==> src/rtl/doa_pkg.sv <==
// Shared types and constants for the direction-of-arrival frame pipeline.
// Beam geometry constants are shared with the weightblock.
package doa_pkg;

  typedef enum logic [2:0] {
    ST_IDLE  = 3'd0,
    ST_CAP   = 3'd1,
    ST_FFT   = 3'd2,
    ST_DET   = 3'd3,
    ST_WB    = 3'd4,
    ST_PUB   = 3'd5,
    ST_GAP   = 3'd6,
    ST_ERROR = 3'd7
  } seq_state_t;

  typedef enum logic [1:0] {
    STG_CAP = 2'd0,
    STG_FFT = 2'd1,
    STG_DET = 2'd2,
    STG_WB  = 2'd3
  } stage_t;

  localparam int NUM_BEAMS = 13;
  localparam int ANG_STEP  = 15;

  // States in which a pipeline stage is working and the watchdog runs.
  function automatic logic is_stage(input seq_state_t s);
    return (s == ST_CAP) || (s == ST_FFT) || (s == ST_DET) || (s == ST_WB);
  endfunction

endpackage

==> src/rtl/stage_watchdog.sv <==
// Per-stage watchdog: counts cycles while enabled and flags the last allowed
// cycle so the sequencer can abort a stage that never reports done.
module stage_watchdog #(
  parameter int               TMO_W      = 24,
  parameter logic [TMO_W-1:0] TMO_CYCLES = 24'd10_000_000
) (
  input  logic clk,
  input  logic reset,
  input  logic clear,
  input  logic enable,
  output logic expired
);

  localparam logic [TMO_W-1:0] LAST_CNT = TMO_CYCLES - 1'b1;

  logic [TMO_W-1:0] cnt_q, cnt_d;

  always_comb begin
    cnt_d = cnt_q;
    if (clear) begin
      cnt_d = '0;
    end else if (enable) begin
      cnt_d = cnt_q + 1'b1;
    end
  end

  always_ff @(posedge clk) begin
    if (reset) begin
      cnt_q <= '0;
    end else begin
      cnt_q <= cnt_d;
    end
  end

  assign expired = enable && (cnt_q == LAST_CNT);

endmodule

==> src/rtl/doa_frame_sequencer.sv <==
// Frame scheduler for capture -> FFT -> detect -> beam weighting, with a
// watchdog per stage and a latched result published by a one-cycle valid.
//
// state    | meaning
// ---------+---------------------------------------------------------------
// IDLE     | waiting for run (continuous) or single (one frame)
// CAP      | capture running, waiting for cap_done
// FFT      | FFT running, waiting for fft_done
// DET      | frequency detect running, waiting for det_done
// WB       | beam weighting running, waiting for wb_done
// PUB      | one cycle: res_valid high, result already latched
// GAP      | inter-frame idle gap, then decide next frame or IDLE
// ERROR    | a stage timed out; held until clr_err
module doa_frame_sequencer
  import doa_pkg::*;
#(
  parameter int               TMO_W      = 24,
  parameter logic [TMO_W-1:0] TMO_CYCLES = 24'd10_000_000,
  parameter int               GAP_CYCLES = 16
) (
  input  logic        clk,
  input  logic        reset,
  input  logic        run,
  input  logic        single,
  input  logic        clr_err,
  output logic        cap_start,
  input  logic        cap_done,
  output logic        fft_start,
  input  logic        fft_done,
  output logic        det_start,
  input  logic        det_done,
  input  logic        det_found,
  output logic        wb_start,
  input  logic        wb_done,
  input  logic [3:0]  wb_bnum,
  input  logic [7:0]  wb_doa,
  output logic [3:0]  res_bnum,
  output logic [7:0]  res_doa,
  output logic        res_valid,
  output logic        busy,
  output logic        err,
  output logic [1:0]  err_stage,
  output logic [15:0] frame_cnt,
  output logic [15:0] skip_cnt
);

  localparam int              GAP_W    = (GAP_CYCLES > 1) ? $clog2(GAP_CYCLES) : 1;
  localparam logic [GAP_W-1:0] GAP_LOAD = GAP_W'(GAP_CYCLES - 1);

  seq_state_t       state_q, state_d;
  logic             one_shot_q, one_shot_d;
  logic [GAP_W-1:0] gap_q, gap_d;
  stage_t           err_stage_q, err_stage_d;
  logic [3:0]       res_bnum_q, res_bnum_d;
  logic [7:0]       res_doa_q, res_doa_d;
  logic [15:0]      frame_cnt_q, frame_cnt_d;
  logic [15:0]      skip_cnt_q, skip_cnt_d;
  logic             cap_start_q, cap_start_d;
  logic             fft_start_q, fft_start_d;
  logic             det_start_q, det_start_d;
  logic             wb_start_q, wb_start_d;

  logic       wdg_clear, wdg_enable, wdg_expired;
  logic       frame_end;
  seq_state_t next_frame_state;

  stage_watchdog #(
    .TMO_W      (TMO_W),
    .TMO_CYCLES (TMO_CYCLES)
  ) u_watchdog (
    .clk     (clk),
    .reset   (reset),
    .clear   (wdg_clear),
    .enable  (wdg_enable),
    .expired (wdg_expired)
  );

  assign next_frame_state = (run && !one_shot_q) ? ST_CAP : ST_IDLE;

  always_comb begin
    state_d     = state_q;
    one_shot_d  = one_shot_q;
    gap_d       = gap_q;
    err_stage_d = err_stage_q;
    res_bnum_d  = res_bnum_q;
    res_doa_d   = res_doa_q;
    frame_cnt_d = frame_cnt_q;
    skip_cnt_d  = skip_cnt_q;
    frame_end   = 1'b0;

    // Each stage only listens to its own done; a done beats a same-cycle timeout.
    case (state_q)
      ST_IDLE: begin
        if (run || single) begin
          state_d    = ST_CAP;
          one_shot_d = single && !run;
        end
      end
      ST_CAP: begin
        if (cap_done) begin
          state_d = ST_FFT;
        end else if (wdg_expired) begin
          state_d     = ST_ERROR;
          err_stage_d = STG_CAP;
        end
      end
      ST_FFT: begin
        if (fft_done) begin
          state_d = ST_DET;
        end else if (wdg_expired) begin
          state_d     = ST_ERROR;
          err_stage_d = STG_FFT;
        end
      end
      ST_DET: begin
        if (det_done) begin
          if (det_found) begin
            state_d = ST_WB;
          end else begin
            skip_cnt_d = skip_cnt_q + 16'd1;
            frame_end  = 1'b1;
          end
        end else if (wdg_expired) begin
          state_d     = ST_ERROR;
          err_stage_d = STG_DET;
        end
      end
      ST_WB: begin
        if (wb_done) begin
          state_d     = ST_PUB;
          res_bnum_d  = wb_bnum;
          res_doa_d   = wb_doa;
          frame_cnt_d = frame_cnt_q + 16'd1;
        end else if (wdg_expired) begin
          state_d     = ST_ERROR;
          err_stage_d = STG_WB;
        end
      end
      ST_PUB: begin
        frame_end = 1'b1;
      end
      ST_GAP: begin
        if (gap_q == '0) begin
          state_d = next_frame_state;
        end else begin
          gap_d = gap_q - 1'b1;
        end
      end
      ST_ERROR: begin
        if (clr_err) begin
          state_d = ST_IDLE;
        end
      end
      default: state_d = ST_IDLE;
    endcase

    if (frame_end) begin
      if (GAP_CYCLES != 0) begin
        state_d = ST_GAP;
        gap_d   = GAP_LOAD;
      end else begin
        state_d = next_frame_state;
      end
    end

    if (state_d == ST_IDLE) begin
      one_shot_d = 1'b0;
    end
  end

  assign cap_start_d = (state_d == ST_CAP) && (state_q != ST_CAP);
  assign fft_start_d = (state_d == ST_FFT) && (state_q != ST_FFT);
  assign det_start_d = (state_d == ST_DET) && (state_q != ST_DET);
  assign wb_start_d  = (state_d == ST_WB)  && (state_q != ST_WB);

  assign wdg_clear  = is_stage(state_d) && (state_d != state_q);
  assign wdg_enable = is_stage(state_q);

  always_ff @(posedge clk) begin
    if (reset) begin
      state_q     <= ST_IDLE;
      one_shot_q  <= 1'b0;
      gap_q       <= '0;
      err_stage_q <= STG_CAP;
      res_bnum_q  <= '0;
      res_doa_q   <= '0;
      frame_cnt_q <= '0;
      skip_cnt_q  <= '0;
      cap_start_q <= 1'b0;
      fft_start_q <= 1'b0;
      det_start_q <= 1'b0;
      wb_start_q  <= 1'b0;
    end else begin
      state_q     <= state_d;
      one_shot_q  <= one_shot_d;
      gap_q       <= gap_d;
      err_stage_q <= err_stage_d;
      res_bnum_q  <= res_bnum_d;
      res_doa_q   <= res_doa_d;
      frame_cnt_q <= frame_cnt_d;
      skip_cnt_q  <= skip_cnt_d;
      cap_start_q <= cap_start_d;
      fft_start_q <= fft_start_d;
      det_start_q <= det_start_d;
      wb_start_q  <= wb_start_d;
    end
  end

  assign cap_start = cap_start_q;
  assign fft_start = fft_start_q;
  assign det_start = det_start_q;
  assign wb_start  = wb_start_q;
  assign res_bnum  = res_bnum_q;
  assign res_doa   = res_doa_q;
  assign res_valid = (state_q == ST_PUB);
  assign busy      = (state_q != ST_IDLE) && (state_q != ST_ERROR);
  assign err       = (state_q == ST_ERROR);
  assign err_stage = err_stage_q;
  assign frame_cnt = frame_cnt_q;
  assign skip_cnt  = skip_cnt_q;

endmodule

==> config.mk <==
export PLATFORM = sky130hd
export DESIGN_NAME = doa_frame_sequencer
export DESIGN_NICKNAME = d
export VERILOG_FILES = /design/src/rtl/doa_pkg.sv /design/src/rtl/stage_watchdog.sv /design/src/rtl/doa_frame_sequencer.sv
export SDC_FILE = /design/constraint.sdc
export NUM_CORES = 1
export LEC_CHECK = 0
export BUFFER_PORTS_ARGS = -buffer_cell sky130_fd_sc_hd__buf_2
export CORE_UTILIZATION = 25
export CTS_CLUSTER_SIZE = 30
export DETAILED_ROUTE_END_ITERATION = 8
export GPL_TIMING_DRIVEN = 0
export SETUP_SLACK_MARGIN = 0.1
export SYNTH_ARGS = -nofsm -noshare
export SYNTH_HDL_FRONTEND = slang
export SYNTH_HIERARCHICAL = 1
export SYNTH_SLANG_ARGS = --single-unit
==> constraint.sdc <==
create_clock -name clk -period 5.1 [get_ports clk]
set_clock_uncertainty 0.1 [all_clocks]
set_input_delay 0.765 -clock clk [delete_from_list [all_inputs] [get_ports clk]]
set_output_delay 0.765 -clock clk [all_outputs]
set_load 0.1 [all_outputs]
==> run summary <==
The path class of the tightest hold or removal check is reg -> reg. The overall routed net length is around 9000 um. The net switching power figure came out at about 500 uW. The largest net degree at the start of global routing is 14. STA classifies the critical path startpoint as a flip-flop. The number of nets in the synthesized netlist is 484.

The region available for standard cell placement spans 0.0153 mm2. The layout overhead on the synthesized area is 24.5%. The capturing element type of the critical path is a flip-flop. The count of routing violations after the opening detailed-route iteration came out at between 200 and 250. The most used flip-flop cell after synthesis is sky130_fd_sc_hd__dfxtp_1.

The signal on the critical path passes through buf_6, buf_6, nor3_1, nor2_1, and3_1, buf_2, nand4_1, nor4_4, o21ai_1, o22ai_1, a2111oi_4, nor2b_4, nor2_1, a311oi_1, or2_2, clkbuf_1, clkbuf_1, nor2_1. The total number of nets in the final design is 569. From bottom edge to top edge, the die measures 127 um.

Setup repair after global routing left no endpoint under its margin. The tightest hold margin came out at around 0.35 ns. The combinational share of power is 19.5%.

The final total negative setup slack is 0 ns. The number of global-route vias before repair is 3017. The CTS sink count is just over 80. The number of distinct library cells after synthesis came out at 65.

VDD sags by at most between 0.15 and 0.2 mV. The total instance count after detailed placement came out at 743. The register clock-pin slew on the reported worst setup and hold paths came out at 0.06 ns. In the global route stage, overall resource usage came out at about an eighth. For this design the top-level I/O count stands at 75.

Of the cells placed in the final design, the portion with a size suffix greater than 1 is between 20% and 30%. The number of buffers added on ports came out at 74. The number of vias in the routed layout is between 3000 and 4000. The later pin in the worst-skew pair is clocked with a latency of ~0.34 ns. The tree is rooted in a sky130_fd_sc_hd__clkbuf_16. The worst-margin pin slew is between 0.5 and 0.6 ns.

The count of H-tree levels built during CTS is 3. The worst-case register-to-register setup slack is a little under 0.7 ns. After global routing the overflow that remains totals 0. The final cell count without fillers is 761. The cell-internal power is roughly 1200 uW. Max-cap violations in this run came to 0.

The count of hold-fix buffers inserted at cts came out at 0. A synthesized cell averages ~8.5 um2. The reported leakage power came out at around 0.0019 uW. The TritonCTS clock tree is built. Of the post-synthesis cell area, the dominant cell type holds 41.9%.

sky130_fd_sc_hd__dfxtp_1 takes more of the synthesized area than any other cell. The number of buffers added for setup after CTS came out at 0. The hold violation total from the final report is 0.

The number of pins with negative max-slew slack in the final report came out at 0. The number of buffers added by the clock tree synthesis step came out at 9. The number of standard cells after synthesis came out at 458. The endpoint identified for the worst register-to-register timing path is u_watchdog/cnt_q[13]. The worst pin sits at a relative slew slack of 61.9%. The critical path starts at state_q[0]. In this run the core area contains between 40 and 50 standard-cell rows. Of the total power, the clock network draws 40.2%. The critical path data required time is between 5 and 6 ns. Subtracting the final worst setup slack from the clock period gives roughly 4.4 ns. Power spread over the standard cell area amounts to between 300 and 400 mW/mm2.

The longest individual stage delay on the worst path came out at 0.49 ns. Summing every instance area after synthesis gives slightly below 0.004 mm2. After layout, the worst path uses 86.4% of the clock period. The post-route standard cell area excluding fillers is ~0.0049 mm2. The flow ran to the end, and the final reports show no timing, DRC or antenna violations. By area the synthesized netlist is led by sky130_fd_sc_hd__dfxtp_1, sky130_fd_sc_hd__xor2_1, sky130_fd_sc_hd__nand2_1, sky130_fd_sc_hd__nor2_1, sky130_fd_sc_hd__a21oi_1. The count of synthesis-stage warnings from yosys came out at 6. The post-synthesis register bit count came out at between 80 and 90. The die covers 0.0162 mm2. Once placement finished, the instance area stood at 0.00455 mm2. At the end of routability-driven placement, the weighted congestion stood at between 0.7 and 0.8.

For this run, the top clock speed supported by timing is 0.227 GHz. Setup violations remaining at the end of the flow were counted as 0. The async set-or-reset flop fraction in the synthesized netlist is 0%.

The number of antenna violations at the first check in global routing is 2. Sequential elements use 41.9% of the synthesized area. The width of the die is around 130 um. The cell type of the slowest stage on the worst timing path is sky130_fd_sc_hd__a2111oi_4. The detailed-route vias per instance came out at approximately 4.6.

The detailed-routing iteration count for the pre-antenna-repair pass came out at 4. For this run, design rule violations remaining after detail routing come to 0. The final setup slack of the worst path is between 0.6 and 0.7 ns. The deepest clock path buffer count came out at 2.

The critical path start-end classification is reg -> reg. Once the floorplan was initialized, standard cells occupied around a quarter of the core. The filler cell count in the final layout came out at ~1600.

The first global-routing pass estimated 15100 um of wire. Net switching is 29.9% of the power. The average detailed-routed wire length per instance is roughly 12 um. The capture point of the worst path is u_watchdog/cnt_q[13]. The data arrival time of the critical path is 4.52 ns. Along the worst path, the maximum fanout reaches 10. The most frequent cell on the critical path is sky130_fd_sc_hd__nor2_1. The placed wire-length estimate is around 6600 um.

The startpoint identified for the worst register-to-register timing path is state_q[0]. The synthesized design contains 0 enable-type register cells. The final antenna-violating net count came out at 0. For the worst flop-to-flop path, the logic depth is 18.

Of the total power, registers draw approximately two fifths. Prior to clock tree synthesis, the placed netlist has a worst setup slack of between 0.05 and 0.06 ns.
## cell families (layout without fill, tap and decap cells)
family | count (synthesis) | in the layout | share of synthesized area [%]
DFF | 82 | 82 | 41.9
AOI/OAI and AO/OA | 75 | 75 | 12.0
xor gates and xnor gates | 39 | 39 | 8.73
muxes | 6 | 6 | 1.69
other | 0 | 2 | 0
adders and majority gates | 4 | 4 | 1.28
buffers and inverters | 34 | 124 | 4.35
and+or+nand+nor | 218 | 218 | 30.0
## power groups by stage
stage / Clock [uW] / Combinational [uW] / Sequential (uW)
after detailed placement: 0 / 326 / 687
after CTS: 693 / 327 / 673
after floorplan: 0 / 207 / 736
after global routing: 720 / 351 / 676
final: 670 / 324 / 673
after global placement: 0 / 326 / 688
## placed cells by master (no fill, tap or decap), types with 3 or more instances in the layout
cell type	instances
sky130_fd_sc_hd__a211oi_1	4
sky130_fd_sc_hd__clkbuf_16	9
sky130_fd_sc_hd__and3_1	8
sky130_fd_sc_hd__or3_1	6
sky130_fd_sc_hd__buf_6	4
sky130_fd_sc_hd__and2_1	3
sky130_fd_sc_hd__or3_2	3
sky130_fd_sc_hd__nand4_1	15
sky130_fd_sc_hd__o31ai_1	7
sky130_fd_sc_hd__a21oi_1	37
sky130_fd_sc_hd__clkbuf_1	12
sky130_fd_sc_hd__buf_2	78
sky130_fd_sc_hd__xnor2_1	10
sky130_fd_sc_hd__and4_1	4
sky130_fd_sc_hd__mux2i_1	4
sky130_fd_sc_hd__nor4_1	6
sky130_fd_sc_hd__nor3_1	5
sky130_fd_sc_hd__nor2b_1	4
sky130_fd_sc_hd__nand2_1	55
sky130_fd_sc_hd__o21ai_0	11
sky130_fd_sc_hd__xor2_1	29
sky130_fd_sc_hd__nor3b_1	3
sky130_fd_sc_hd__dfxtp_1	82
sky130_fd_sc_hd__ha_1	4
sky130_fd_sc_hd__nand3_1	16
sky130_fd_sc_hd__nor2_1	55
sky130_fd_sc_hd__inv_1	13
sky130_fd_sc_hd__nand3b_1	5
sky130_fd_sc_hd__or4_1	5
## cells in the mapped netlist (3+ instances only)
library cell               instances
sky130_fd_sc_hd__and3_1            8
sky130_fd_sc_hd__nor2_1           55
sky130_fd_sc_hd__inv_1            13
sky130_fd_sc_hd__xnor2_1          10
sky130_fd_sc_hd__nand4_1          15
sky130_fd_sc_hd__nor3b_1           3
sky130_fd_sc_hd__nand3_1          16
sky130_fd_sc_hd__nor3_1            5
sky130_fd_sc_hd__a211oi_1          4
sky130_fd_sc_hd__nand3b_1          5
sky130_fd_sc_hd__a21oi_1          37
sky130_fd_sc_hd__and4_1            4
sky130_fd_sc_hd__clkbuf_1         11
sky130_fd_sc_hd__mux2i_1           4
sky130_fd_sc_hd__or3_1             6
sky130_fd_sc_hd__o21ai_0          11
sky130_fd_sc_hd__xor2_1           29
sky130_fd_sc_hd__buf_2             4
sky130_fd_sc_hd__nor2b_1           4
sky130_fd_sc_hd__nand2_1          55
sky130_fd_sc_hd__nor4_1            7
sky130_fd_sc_hd__buf_6             4
sky130_fd_sc_hd__or4_1             5
sky130_fd_sc_hd__dfxtp_1          82
sky130_fd_sc_hd__o31ai_1           7
sky130_fd_sc_hd__ha_1              4
sky130_fd_sc_hd__or3_2             3
sky130_fd_sc_hd__and2_1            3
## metrics by stage
| step | total power [uW] | utilization (%) |
|---|---|---|
| 2_1_floorplan | 944 | - |
| 3_3_place_gp | 1010 | 29.8 |
| 3_5_place_dp | 1010 | 29.8 |
| 4_1_cts | 1690 | 31.8 |
| 5_1_grt | 1750 | 31.9 |
| 6_report | 1670 | 31.9 |
## state kept, by name, indices dropped and copies added, names as in the netlist
signal            count
cap_start             1
det_start             1
err_stage             2
fft_start             1
frame_cnt            16
gap_q                 4
one_shot_q            1
res_bnum              4
res_doa               8
skip_cnt             16
state_q               3
u_watchdog/cnt_q     24
wb_start              1
## layer usage
layer	global-route usage, %	part of all wire (%)	up-vias
met3	3.81	5.2	12
met1	15.8	49	1611
met2	17.5	44	59
met4	4.90	1.4	0
met5	0	0	-
li1	-	-	1782
## final cells by class
class / count / area, um2 / share of cell area [%]
repair buffers: 74 / 370 / 7.60
flip-flops and latches: 82 / 1640 / 33.7
multi-input cells: 342 / 2120 / 43.4
diodes: 2 / 5.00 / 0.103
plain buffers: 21 / 121 / 2.49
well taps: 211 / 264 / 5.42
inverters: 13 / 48.8 / 1.00
clock inverters: 4 / 48.8 / 1.00
clock buffers: 12 / 256 / 5.26
## critical path: cells and delay by family (launching register included)
| kind | cells | cell delay [ns] |
|---|---|---|
| AND/OR/NAND/NOR | 9 | 1.66 |
| AO/OA/AOI/OAI | 4 | 1.03 |
| buffers and inverters | 5 | 1.12 |
| flip-flops | 1 | 0.37 |
## worst min path at each step
| stage | endpoint | depth (start not counted) | start | slack (ns) |
|---|---|---|---|---|
| after CTS | res_doa[3] | 2 | res_doa[3] | 0.35 |
| final | res_bnum[1] | 2 | res_bnum[1] | 0.35 |
| after global placement | res_doa[3] | 2 | res_doa[3] | 0.34 |
| after floorplan | u_watchdog/cnt_q[20] | 2 | u_watchdog/cnt_q[20] | 0.35 |
| after global routing | res_doa[4] | 2 | res_doa[4] | 0.37 |
| after detailed placement | res_doa[3] | 2 | res_doa[3] | 0.35 |
## what timing repair did
action                                  in CTS  in global routing
gates cloned                                 0                  0
endpoints found under the setup margin      20                  7
gates resized for setup                      1                  1
Power figures use the tool's default switching activity.
